File: src/rtl/stopwatch_ctrl.sv
// Mode controller and time-base scheduler for the MM:SS stopwatch counter.
// Conditions the raw controls, runs the RUN/PAUSE/ADJUST FSM, produces the
// count-enable and clear pulses, and holds the BCD adjust value.
// Optional feature: define STOPWATCH_BLINK_EN to enable the adjust-field blink.
module stopwatch_ctrl #(
  parameter int unsigned DIV_1HZ         = 100_000_000,
  parameter int unsigned DIV_2HZ         = 50_000_000,
  parameter int unsigned DEBOUNCE_CYCLES = 1_000_000
) (
  input  logic       clk,
  input  logic       reset,
  input  logic       btn_pause,
  input  logic       btn_clear,
  input  logic       sw_adj,
  input  logic       sw_sel,
  input  logic [3:0] cur_min_tens,
  input  logic [3:0] cur_min_ones,
  input  logic [3:0] cur_sec_tens,
  input  logic [3:0] cur_sec_ones,
  output logic [1:0] state,
  output logic       count_en,
  output logic       clear,
  output logic [3:0] adj_min_tens,
  output logic [3:0] adj_min_ones,
  output logic [3:0] adj_sec_tens,
  output logic [3:0] adj_sec_ones,
  output logic       blink
);

  localparam int unsigned DbW   = $clog2(DEBOUNCE_CYCLES + 1);
  localparam int unsigned Div1W = $clog2(DIV_1HZ);
  localparam int unsigned Div2W = $clog2(DIV_2HZ);

  typedef enum logic [1:0] {
    StRun    = 2'd0,
    StPause  = 2'd1,
    StAdjust = 2'd2
  } state_e;

  // Raw input bit order: 0 pause, 1 clear, 2 adjust switch, 3 field select.
  logic [3:0]     raw;
  logic [3:0]     sync1_q, sync2_q, db_q;
  logic [DbW-1:0] db_cnt_q [4];
  logic [1:0]     btn_prev_q;
  logic           pause_pulse, clear_pulse;

  state_e state_q, state_d;
  logic   in_run, in_adj, adj_entry;

  logic [Div1W-1:0] div1_q;
  logic [Div2W-1:0] div2_q;
  logic             tick2;
  logic             count_en_q, clear_q;
  logic [3:0]       adj_mt_q, adj_mo_q, adj_st_q, adj_so_q;
  logic             min_ok, sec_ok;

  assign raw = {sw_sel, sw_adj, btn_clear, btn_pause};

  // Two-flop synchronizers and per-input debounce counters.
  always_ff @(posedge clk or negedge reset) begin
    if (!reset) begin
      sync1_q <= '0;
      sync2_q <= '0;
      db_q    <= '0;
      for (int i = 0; i < 4; i++) db_cnt_q[i] <= '0;
    end else begin
      sync1_q <= raw;
      sync2_q <= sync1_q;
      for (int i = 0; i < 4; i++) begin
        if (sync2_q[i] == db_q[i]) begin
          db_cnt_q[i] <= '0;
        end else if (db_cnt_q[i] == DbW'(DEBOUNCE_CYCLES - 1)) begin
          db_q[i]     <= sync2_q[i];
          db_cnt_q[i] <= '0;
        end else begin
          db_cnt_q[i] <= db_cnt_q[i] + 1'b1;
        end
      end
    end
  end

  // Previous debounced button levels for rising-edge detection.
  always_ff @(posedge clk or negedge reset) begin
    if (!reset) btn_prev_q <= '0;
    else        btn_prev_q <= db_q[1:0];
  end

  assign pause_pulse = db_q[0] & ~btn_prev_q[0];
  assign clear_pulse = db_q[1] & ~btn_prev_q[1];

  // FSM state register.
  always_ff @(posedge clk or negedge reset) begin
    if (!reset) state_q <= StPause;
    else        state_q <= state_d;
  end

  // FSM next state; the adjust switch overrides any pause pulse.
  always_comb begin
    state_d = state_q;
    if (db_q[2]) begin
      state_d = StAdjust;
    end else begin
      unique case (state_q)
        StRun:    if (pause_pulse) state_d = StPause;
        StPause:  if (pause_pulse) state_d = StRun;
        StAdjust: state_d = StPause;
        default:  state_d = StPause;
      endcase
    end
  end

  // FSM outputs and state decodes.
  always_comb begin
    state  = state_q;
    in_run = (state_q == StRun);
    in_adj = (state_q == StAdjust);
  end

  assign adj_entry = !in_adj && (state_d == StAdjust);
  assign tick2     = in_adj && (div2_q == Div2W'(DIV_2HZ - 1));

  // 1 Hz divider: advances only in RUN so a resumed run keeps its partial second.
  always_ff @(posedge clk or negedge reset) begin
    if (!reset) begin
      div1_q     <= '0;
      count_en_q <= 1'b0;
      clear_q    <= 1'b0;
    end else begin
      clear_q <= clear_pulse;
      if (clear_pulse) begin
        div1_q     <= '0;
        count_en_q <= 1'b0;
      end else if (in_run && (div1_q == Div1W'(DIV_1HZ - 1))) begin
        div1_q     <= '0;
        count_en_q <= 1'b1;
      end else begin
        if (in_run) div1_q <= div1_q + 1'b1;
        count_en_q <= 1'b0;
      end
    end
  end

  // 2 Hz divider: restarts on ADJUST entry and counts only while adjusting.
  always_ff @(posedge clk or negedge reset) begin
    if (!reset)                        div2_q <= '0;
    else if (clear_pulse || adj_entry) div2_q <= '0;
    else if (tick2)                    div2_q <= '0;
    else if (in_adj)                   div2_q <= div2_q + 1'b1;
  end

  function automatic logic [7:0] bcd_inc(input logic [3:0] tens, input logic [3:0] ones);
    logic [7:0] res;
    if (ones >= 4'd9) res = (tens >= 4'd5) ? 8'h00 : {tens + 4'd1, 4'd0};
    else              res = {tens, ones + 4'd1};
    return res;
  endfunction

  assign min_ok = (cur_min_tens <= 4'd5) && (cur_min_ones <= 4'd9);
  assign sec_ok = (cur_sec_tens <= 4'd5) && (cur_sec_ones <= 4'd9);

  // Adjust value: snapshot on entry, bump the selected field on each 2 Hz tick.
  always_ff @(posedge clk or negedge reset) begin
    if (!reset) begin
      {adj_mt_q, adj_mo_q, adj_st_q, adj_so_q} <= '0;
    end else if (clear_pulse) begin
      {adj_mt_q, adj_mo_q, adj_st_q, adj_so_q} <= '0;
    end else if (adj_entry) begin
      {adj_mt_q, adj_mo_q} <= min_ok ? {cur_min_tens, cur_min_ones} : 8'h00;
      {adj_st_q, adj_so_q} <= sec_ok ? {cur_sec_tens, cur_sec_ones} : 8'h00;
    end else if (tick2) begin
      if (db_q[3]) {adj_mt_q, adj_mo_q} <= bcd_inc(adj_mt_q, adj_mo_q);
      else         {adj_st_q, adj_so_q} <= bcd_inc(adj_st_q, adj_so_q);
    end
  end

`ifdef STOPWATCH_BLINK_EN
  logic blink_q;

  // Blink toggles at each half period of the 2 Hz divider while adjusting.
  always_ff @(posedge clk or negedge reset) begin
    if (!reset)       blink_q <= 1'b0;
    else if (!in_adj) blink_q <= 1'b0;
    else if ((div2_q == '0) || (div2_q == Div2W'(DIV_2HZ / 2))) blink_q <= ~blink_q;
  end

  assign blink = blink_q;
`else
  assign blink = 1'b0;
`endif

  assign count_en     = count_en_q;
  assign clear        = clear_q;
  assign adj_min_tens = adj_mt_q;
  assign adj_min_ones = adj_mo_q;
  assign adj_sec_tens = adj_st_q;
  assign adj_sec_ones = adj_so_q;

endmodule
File: config.mk
export PLATFORM = sky130hd
export DESIGN_NAME = stopwatch_ctrl
export DESIGN_NICKNAME = d
export VERILOG_FILES = /design/src/rtl/stopwatch_ctrl.sv
export SDC_FILE = /design/constraint.sdc
export NUM_CORES = 1
export LEC_CHECK = 0
export CAP_MARGIN = 0
export CELL_PAD_IN_SITES_DETAIL_PLACEMENT = 0
export CELL_PAD_IN_SITES_GLOBAL_PLACEMENT = 2
export CORE_ASPECT_RATIO = 0.5
export CORE_MARGIN = 3
export CORE_UTILIZATION = 39
export DETAILED_ROUTE_END_ITERATION = 7
export GPL_ROUTABILITY_DRIVEN = 0
export PLACE_DENSITY = 0.86
export SLEW_MARGIN = 20
export SYNTH_ARGS = -nofsm -noshare
export SYNTH_HDL_FRONTEND = slang
export SYNTH_SLANG_ARGS = --single-unit
File: constraint.sdc
create_clock -name clk -period 2.7 [get_ports clk]
set_input_delay 0.81 -clock clk [delete_from_list [all_inputs] [get_ports clk]]
set_output_delay 0.81 -clock clk [all_outputs]
set_load 0.01 [all_outputs]
**Word level (Yosys, flattened, before mapping)**

Index checks and enable logic that the tools add are counted.
Widths: inputs -> output; s select.

- $add $sub $neg: 10
- $lt $le $gt $ge: 8
- Equality and inequality tests: 14
- Muxes and demuxes: 42
- Bitwise operators: 8
- Reduce and logical (&&, ||, !) cells: 22

Operators by type and width:

| kind | count |
|---|---|
| $mux 20 | 8 |
| $mux 27 | 3 |
| $add 20x1->20 const B | 4 |
| $eq 20x20->1 const B | 4 |
| $mux 26 | 3 |
| $mux 4 | 16 |
| $mux 8 | 6 |
| $add 27x1->27 const B | 1 |
| $eq 27x27->1 const B | 1 |
| $add 26x1->26 const B | 1 |
| $eq 26x26->1 const B | 1 |
| $reduce_bool 3->1 | 6 |
| $add 4x1->4 const B | 4 |
| $reduce_and 2->1 | 6 |
| $ge 4x3->1 const B | 2 |
| $ge 4x4->1 const B | 2 |
| $le 4x3->1 const B | 2 |
| $le 4x4->1 const B | 2 |
| $mux 2 | 3 |
| $not 1->1 | 6 |
| $reduce_and 3->1 | 2 |
| $logic_and 1x1->1 | 5 |
| $eq 1x1->1 | 4 |
| $eq 2x2->1 const B | 2 |
| other kinds (8) | 10 |

- Flip-flop bits (word level): 167
- Bits of input ports: 22
- Output and inout port bits: 21
- Logic and storage cells: 124

**Longest topological paths before layout**

Gate-level depths: netlist of run 1.

- Depth after elaboration: 9
- Gate-level depth with buffers: 8
- Mapped depth without buffers: 7

**Worst setup path after synthesis of run 1**

OpenSTA, ideal clock, no wires.

- Path kind: register to register
- From: register adj_mo_q[0] (netlist: adj_min_ones[0])
- To: register adj_mt_q[0] (netlist: adj_min_tens[0])
- Setup time: 0.079 ns
- Arrival time: 2.050 ns
- Data required time: 2.621 ns
- Setup slack: 0.570 ns
- Stages on the path, launching flop included: 8
- Buffers on the path: 0
- Period minus slack after synthesis: 2.130 ns
- Cells stage by stage: dfrtp_1 > inv_1 > ha_1 > nor3b_1 > a2111oi_0 > a21oi_1 > or2_2 > mux2i_1

- Word-level cells in the longest chain between the ends: 3

Ends and longest elaborated chain:

| item | RTL line | RTL |
|---|---|---|
| start, declared | 54 | `logic [3:0] adj_mt_q, adj_mo_q, adj_st_q, adj_so_q;` |
| start signal, assigned | 168 | `{adj_mt_q, adj_mo_q} <= min_ok ? {cur_min_tens, cur_min_ones} : 8'h00;` |
| start signal, assigned | 171 | `if (db_q[3]) {adj_mt_q, adj_mo_q} <= bcd_inc(adj_mt_q, adj_mo_q);` |
| $ge 4x4->1 | 153 | `if (ones >= 4'd9) res = (tens >= 4'd5) ? 8'h00 : {tens + 4'd1, 4'd0};` |
| $reduce_bool 3->1 (no source line) | -- |  |
| $reduce_and 3->1 (no source line) | -- |  |
| end signal, assigned | 168 |  |
| end signal, assigned | 171 |  |
| end, declared | 54 |  |

No other way between the ends.
A chain may end at the register's enable or synchronous reset.

**Worst setup path after layout of run 1**

- From: register state_q[0] (netlist: state[0])
- To: output port state[0]

RTL lines:

| item | RTL line | RTL |
|---|---|---|
| start, declared | 47 | `state_e state_q, state_d;` |
| start signal, assigned | 93 | `if (!reset) state_q <= StPause;` |
| start signal, assigned | 94 | `else state_q <= state_d;` |
| end, declared | 20 | `output logic [1:0] state,` |

No word-level cell between the ends.

==> flow_summary.json, run 1 <==
{
  "drtPass1Iterations": 7,
  "routed_wire_length_per_instance_um": 15.1,
  "clockRootBuffer": "sky130_fd_sc_hd__clkbuf_16",
  "floorplan.die_area_sq_um": 24000,
  "critical-path-top-delay-family": "flip-flops",
  "synthesis.area_sq_um": 8620,
  "drt_wl_total_mm": 18.8,
  "layout_area_growth_over_synthesis_pct": 16.7,
  "synthTopCellsByCount": "166 x sky130_fd_sc_hd__dfrtp_1, 156 x sky130_fd_sc_hd__nor2_1, 66 x sky130_fd_sc_hd__xor2_1",
  "critical_path.max_stage_delay_ns": 0.63,
  "power_frac_seq_pct": 47.8,
  "h-tree-depth": 4,
  "synth_largest_area_cell": "sky130_fd_sc_hd__dfrtp_1",
  "power.net_switching_w": 0.00124,
  "synthDominantCellAreaShare_pct": 48.2,
  "totalNegativeSetupSlack_ns": 0,
  "worst_path_cell_with_the_longest_stage_delay": "sky130_fd_sc_hd__dfstp_2",
  "cap_violations": 0,
  "finalSetupViolCount": 0,
  "netlist_top_cells_area": "sky130_fd_sc_hd__dfrtp_1 48%, sky130_fd_sc_hd__nor2_1 6.8%, sky130_fd_sc_hd__xor2_1 6.7%, sky130_fd_sc_hd__xnor2_1 5.2%, sky130_fd_sc_hd__nand3_1 3.7%",
  "clock_power_share_pct": 48.7,
  "combinationalPowerShare_pct": 3.5,
  "wire_length_of_the_first_global_routing_pass_mm": 32.9,
  "tightestPinTransition_ns": 0.763,
  "grt_antenna_before_repair": 0,
  "cp_cell_sequence": "clkdlybuf4s50_1",
  "grt_start_max_net_pins": 54,
  "synth-async-reset-ratio_pct": 100,
  "switching_part_of_the_total_pct": 23.4,
  "cp.arrival_ns": 1.66,
  "crit_path_launch_type": "flip-flop",
  "power_per_cell_area_nw_per_um2": 529,
  "syn_avg_cell_area_sq_um": 9.69,
  "ys.flop_type": "sky130_fd_sc_hd__dfrtp_1",
  "crit_fanout": 8,
  "core.rowCount": 37,
  "worst-path-buf-inv": 1,
  "timing.final.max_slew_violations": 0,
  "postSynthCellCount": 890,
  "worst_clock_skew_ns": 0.0172,
  "global_route.overflow_total": 0,
  "chip_width_um": 216,
  "cts_max_path_buffers": 2,
  "placement.cell_area_sq_um": 9450,
  "layout.filler_cells": 1973,
  "final_area_sq_um": 10100,
  "synth-edff-count": 0,
  "yosys.cell_count.top_type": "sky130_fd_sc_hd__dfrtp_1",
  "synth-seq-cells": 167,
  "cellInternalPower_w": 0.00408,
  "vias_per_cell": 5.17,
  "nets": 980,
  "routed-via-count": 6438,
  "post-cts-setup-buffer-count": 0,
  "worst_setup_path_end_kind": "output pin",
  "relative_slew_slack_pct": 48.6,
  "ys_seq_area_share_pct": 48.5,
  "initialDrtViolationCount": 426,
  "timing.final.hold_violations": 0,
  "synth_warnings": 0,
  "power.static_leakage_nw": 4.36,
  "antennaDiodeCount": 0,
  "max_freq_ghz": 0.406,
  "data_required_time_of_the_worst_path_ns": 1.89,
  "route.antenna.remaining_nets": 0,
  "min_period_over_period_pct": 91.3,
  "grt_setup_unrepaired": "false",
  "timing.final.crit_period_ns": 2.47,
  "portBuffers": 41,
  "final_layout_size_suffix_gt1_share_pct": 7.56,
  "vdd_ir_drop_max_mv": 0.470,
  "detailedPlacementHpwl_mm": 13.0,
  "cts_tree": "done",
  "critical_path_class": "reg2out",
  "route.detailed.drc": 0,
  "worst_hold_path_type": "in2async",
  "ys_types": 64,
  "die_h_um": 111,
  "clock_slew_at_the_register_clock_pins_of_the_worst_setup_and_hold_paths_ns": 0.07,
  "cts_sink_cnt": 167,
  "floorplan.io_pins": 43,
  "numCtsBuffers": 17,
  "start_util_pct": 40.8,
  "cts_stage_hold_buffer_count": 0,
  "core_area_sq_um": 21100,
  "cts_repair_resize_count": 0,
  "first_global_vias": 6689,
  "global_route.usage.total_pct": 16.5,
  "synth_fp_nets": 930,
  "run_status": "finished, final reports clean",
  "clk-insertion-delay-late_ns": 0.44
}
==> layout make-up <==
type / count / area, sq um / share of cell area, %
Inverter: 29 / 109 / 1.08
Tap cell: 292 / 365 / 3.63
Timing Repair Buffer: 58 / 577 / 5.73
Clock inverter: 14 / 189 / 1.88
Sequential cell: 167 / 4180 / 41.5
Clock buffer: 18 / 429 / 4.26
Multi-Input combinational cell: 667 / 4220 / 41.9
==> cell usage in the layout, fill, tap and decap left out, types with 4 or more instances in the layout <==
cell type / Yosys / routed
sky130_fd_sc_hd__or2_2: 4 / 4
sky130_fd_sc_hd__nand3b_1: 6 / 6
sky130_fd_sc_hd__nand2b_1: 10 / 10
sky130_fd_sc_hd__nand4_1: 33 / 33
sky130_fd_sc_hd__a32oi_1: 5 / 5
sky130_fd_sc_hd__clkdlybuf4s50_1: 0 / 40
sky130_fd_sc_hd__ha_1: 18 / 18
sky130_fd_sc_hd__nor3b_1: 7 / 7
sky130_fd_sc_hd__mux2_2: 6 / 6
sky130_fd_sc_hd__and4_1: 14 / 14
sky130_fd_sc_hd__and2_1: 16 / 16
sky130_fd_sc_hd__dfrtp_1: 166 / 166
sky130_fd_sc_hd__or3_1: 7 / 7
sky130_fd_sc_hd__a21o_1: 4 / 4
sky130_fd_sc_hd__o21ai_0: 11 / 11
sky130_fd_sc_hd__nor3_1: 13 / 13
sky130_fd_sc_hd__clkinvlp_4: 0 / 4
sky130_fd_sc_hd__and3_1: 21 / 21
sky130_fd_sc_hd__o211ai_1: 4 / 4
sky130_fd_sc_hd__a31oi_1: 4 / 4
sky130_fd_sc_hd__xnor2_1: 51 / 51
sky130_fd_sc_hd__nor4b_1: 8 / 8
sky130_fd_sc_hd__nor2_1: 156 / 156
sky130_fd_sc_hd__nand2_1: 55 / 55
sky130_fd_sc_hd__inv_1: 28 / 28
sky130_fd_sc_hd__a21oi_1: 14 / 14
sky130_fd_sc_hd__xor2_1: 66 / 66
sky130_fd_sc_hd__mux2i_1: 4 / 4
sky130_fd_sc_hd__nor4_1: 15 / 15
sky130_fd_sc_hd__nand3_1: 64 / 64
sky130_fd_sc_hd__clkbuf_16: 0 / 17
sky130_fd_sc_hd__buf_4: 3 / 14
==> path summary, 6_finish.rpt <==
check | start | end | slack [ns] | depth (start not counted)
hold reg to reg | sync1_q[1] | sync2_q[1] | 0.34 | 0
min in group clk | sync1_q[1] | sync2_q[1] | 0.34 | 0
max in group asynchronous | reset | db_cnt_q[77] | 1.82 | 2
setup / recovery | state[0] | state[0] | 0.23 | 1
setup reg to reg | state[1] | div2_q[25] | 0.41 | 5
hold / removal | reset | adj_min_tens[1] | 0.27 | 1
==> worst reg2reg max path, cell delays in order (launching register included) <==
cell and delay (ns):
sky130_fd_sc_hd__dfrtp_1 0.47, sky130_fd_sc_hd__nor2b_1 0.50, sky130_fd_sc_hd__o311a_1 0.42, sky130_fd_sc_hd__nand4_1 0.28, sky130_fd_sc_hd__or3_1 0.41, sky130_fd_sc_hd__a21oi_1 0.14
==> state kept, by name, indices dropped and copies added, names as in the netlist <==
| register | flops |
|---|---|
| sync1_q | 4 |
| adj_min_tens | 4 |
| adj_min_ones | 4 |
| div2_q | 26 |
| div1_q | 27 |
| clear | 1 |
| state | 2 |
| btn_prev_q | 2 |
| sync2_q | 4 |
| adj_sec_tens | 4 |
| adj_sec_ones | 4 |
| db_q | 4 |
| db_cnt_q | 80 |
| count_en | 1 |
==> cell families after synthesis <==
| kind of cell | after synthesis | synth area share (%) |
|---|---|---|
| simple gates | 445 | 26.4 |
| flops | 167 | 48.5 |
| xor+xnor | 117 | 11.9 |
| compound gates | 74 | 6.30 |
| buf+inv | 56 | 2.70 |
| fa+ha+maj | 18 | 2.61 |
| mux | 12 | 1.60 |
| other cells | 1 | 0.0435 |
==> power by group through the flow <==
stage | logic (W) | clock network (W) | registers (W)
after detailed placement | 0.000192 | 0 | 0.00259
final | 0.000186 | 0.00260 | 0.00255
after CTS | 0.000193 | 0.00266 | 0.00255
after global routing | 0.000216 | 0.00277 | 0.00255
after floorplan | 0.0000725 | 0 | 0.00259
after global placement | 0.000189 | 0 | 0.00259
==> metal layers <==
metal	up-vias	track usage, %	part of all wire (%)
met5	-	0	0
li1	3201	-	-
met2	67	26.0	45
met1	3159	23.0	51
met3	11	3.83	2.7
met4	0	4.06	0.83
==> through the flow <==
stage	hold WS (ns)	setup WS, ns	power (W)	std cells	util [%]
after CTS	0.265	0.214	0.00540	1245	47.7
after floorplan	0.331	0.570	0.00266	890	-
after global placement	0.332	0.116	0.00278	1213	44.7
after detailed placement	0.336	0.103	0.00279	1213	44.7
after global routing	0.277	0.188	0.00554	1245	47.7
final	0.269	0.235	0.00533	1245	47.7
Note: power is estimated with default switching activity, not from simulation.
==> run 2, diff against run 1 <==
- CORE_MARGIN: 3 -> not set
- MAX_ROUTING_LAYER: not set -> met4
==> run 2 against run 1 <==
Effect of this change: final area down 0.25%; clock power down 8.8%; core utilization down 1.4 points; global-route usage up 1.8 points; sequential cell count unchanged; hold slack better by 0.050 ns; register-to-register slack better by 0.02 ns; critical path type unchanged; critical endpoint unchanged; largest power group is now sequential cells; highest routed layer unchanged.
==> flow_summary.json, run 2 (synthesis results as in run 1) <==
{
  "worst_setup_path_end_kind": "output pin",
  "cts_max_path_buffers": 2,
  "max_freq_ghz": 0.403,
  "finalSetupViolCount": 0,
  "core_area_sq_um": 21700,
  "clock_slew_at_the_register_clock_pins_of_the_worst_setup_and_hold_paths_ns": 0.07,
  "grt_start_max_net_pins": 56,
  "power.static_leakage_nw": 4.37,
  "reg_top3": "db_cnt_q (80), div1_q (27), div2_q (26)",
  "post-cts-setup-buffer-count": 0,
  "critical-path-top-delay-family": "flip-flops",
  "cts_tree": "done",
  "worst_path_cell_with_the_longest_stage_delay": "sky130_fd_sc_hd__dfstp_2",
  "final_cell_mix": "166 x sky130_fd_sc_hd__dfrtp_1, 156 x sky130_fd_sc_hd__nor2_1, 66 x sky130_fd_sc_hd__xor2_1, 64 x sky130_fd_sc_hd__nand3_1, 55 x sky130_fd_sc_hd__nand2_1",
  "wire_length_of_the_first_global_routing_pass_mm": 32.0,
  "crit_fanout": 8,
  "worst_hold_path_type": "in2async",
  "crit_path_launch_type": "flip-flop",
  "max_flop_register": "db_cnt_q",
  "critical_path.max_stage_delay_ns": 0.63,
  "final_layout_size_suffix_gt1_share_pct": 7.84,
  "finish.cell_count_without_fillers": 1257,
  "start_util_pct": 39.8,
  "route.detailed.drc": 0,
  "detailedPlacementHpwl_mm": 13.2,
  "floorplan.die_area_sq_um": 22700,
  "portBuffers": 41,
  "tightestPinTransition_ns": 0.771,
  "clockRootBuffer": "sky130_fd_sc_hd__clkbuf_16",
  "cap_violations": 0,
  "cp.arrival_ns": 1.67,
  "data_required_time_of_the_worst_path_ns": 1.89,
  "drt_wl_total_mm": 18.6,
  "cp_cell_sequence": "clkdlybuf4s50_1",
  "timing.final.crit_period_ns": 2.48,
  "min_period_over_period_pct": 91.8,
  "cts_repair_resize_count": 0,
  "nets": 984,
  "route.antenna.remaining_nets": 0,
  "numCtsBuffers": 17,
  "totalNegativeSetupSlack_ns": 0,
  "mostFrequentLayoutCell": "sky130_fd_sc_hd__dfrtp_1",
  "first_global_vias": 6346,
  "routed_wire_length_per_instance_um": 14.8,
  "vias_per_cell": 5.19,
  "h-tree-depth": 4,
  "layout_area_growth_over_synthesis_pct": 16.4,
  "timing.final.max_slew_violations": 0,
  "cts_stage_hold_buffer_count": 0,
  "cts_sink_cnt": 167,
  "worst-path-buf-inv": 1,
  "critical_path_class": "reg2out",
  "total_instance_count_after_detailed_placement": 1225,
  "vdd_ir_drop_max_mv": 0.230,
  "die_h_um": 107,
  "core.rowCount": 38,
  "worst_clock_skew_ns": 0.00920,
  "antennaDiodeCount": 0,
  "power_per_cell_area_nw_per_um2": 509,
  "timing.final.hold_violations": 0,
  "initialDrtViolationCount": 389,
  "largest_register_ffs": 80,
  "floorplan.io_pins": 43,
  "grt_antenna_before_repair": 0,
  "clk-insertion-delay-late_ns": 0.43,
  "grt_setup_unrepaired": "false",
  "worst_hold_slack_ns": 0.319,
  "chip_width_um": 212,
  "global_route.usage.total_pct": 18.2,
  "run_status": "finished, final reports clean",
  "fin_total_pwr_w": 0.00511,
  "routed-via-count": 6526,
  "drtPass1Iterations": 4,
  "global_route.overflow_total": 0,
  "relative_slew_slack_pct": 47.3
}
==> run 2: changes by cell type in the layout (fill, tap and decap cells not counted), sizes merged <==
| cell | delta |
|---|---|
| clkinv | +8 |
| inv | -5 |
| buf | +4 |
| clkinvlp | -3 |
| bufinv | -1 |
| clkbuf | +1 |
==> run 2: final timing paths <==
path / from / to / slack, ns / depth (start not counted)
worst max-delay path: state[0] / state[0] / 0.22 / 1
worst min-delay path: reset / div1_q[9] / 0.32 / 1
worst max register to register: state[1] / adj_sec_tens[0] / 0.43 / 5
worst min register to register: sync1_q[0] / sync2_q[0] / 0.35 / 0
max in group asynchronous: reset / db_cnt_q[48] / 1.69 / 2
min in group clk: sync1_q[0] / sync2_q[0] / 0.35 / 0
==> run 2: cell type report <==
| cell class | instances | area, sq um |
|---|---|---|
| fillers | 2070 | 11600 |
| clock buffers | 19 | 433 |
| well taps | 300 | 375 |
| flip-flops and latches | 167 | 4180 |
| repair buffers | 62 | 594 |
| multi-input cells | 667 | 4220 |
| clock inverters | 13 | 133 |
| inverters | 29 | 109 |
==> run 2: through the flow <==
| stage | utilization, % | setup slack [ns] | instance area (sq um) |
|---|---|---|---|
| after floorplan | - | 0.570 | 8620 |
| after global placement | 43.7 | 0.255 | 9470 |
| after detailed placement | 43.7 | 0.200 | 9470 |
| after CTS | 46.3 | 0.170 | 10000 |
| after global routing | 46.3 | 0.125 | 10000 |
| final | 46.3 | 0.221 | 10000 |
==> run 2: report_power, final <==
| part | switching (W) | total, W | leakage, nW | internal [W] |
|---|---|---|---|---|
| clock network | 0.00102 | 0.00237 | 0.280 | 0.00136 |
| logic | 0.000110 | 0.000188 | 1.84 | 0.0000780 |
| registers | 0.0000218 | 0.00255 | 2.25 | 0.00253 |
==> run 2: routing by layer <==
layer	vias up	global-route usage (%)	part of all wire, %
li1	3208	-	-
met4	0	5.04	1.1
met2	62	28.0	46
met5	-	-	0
met1	3241	24.4	50
met3	15	3.95	2.4
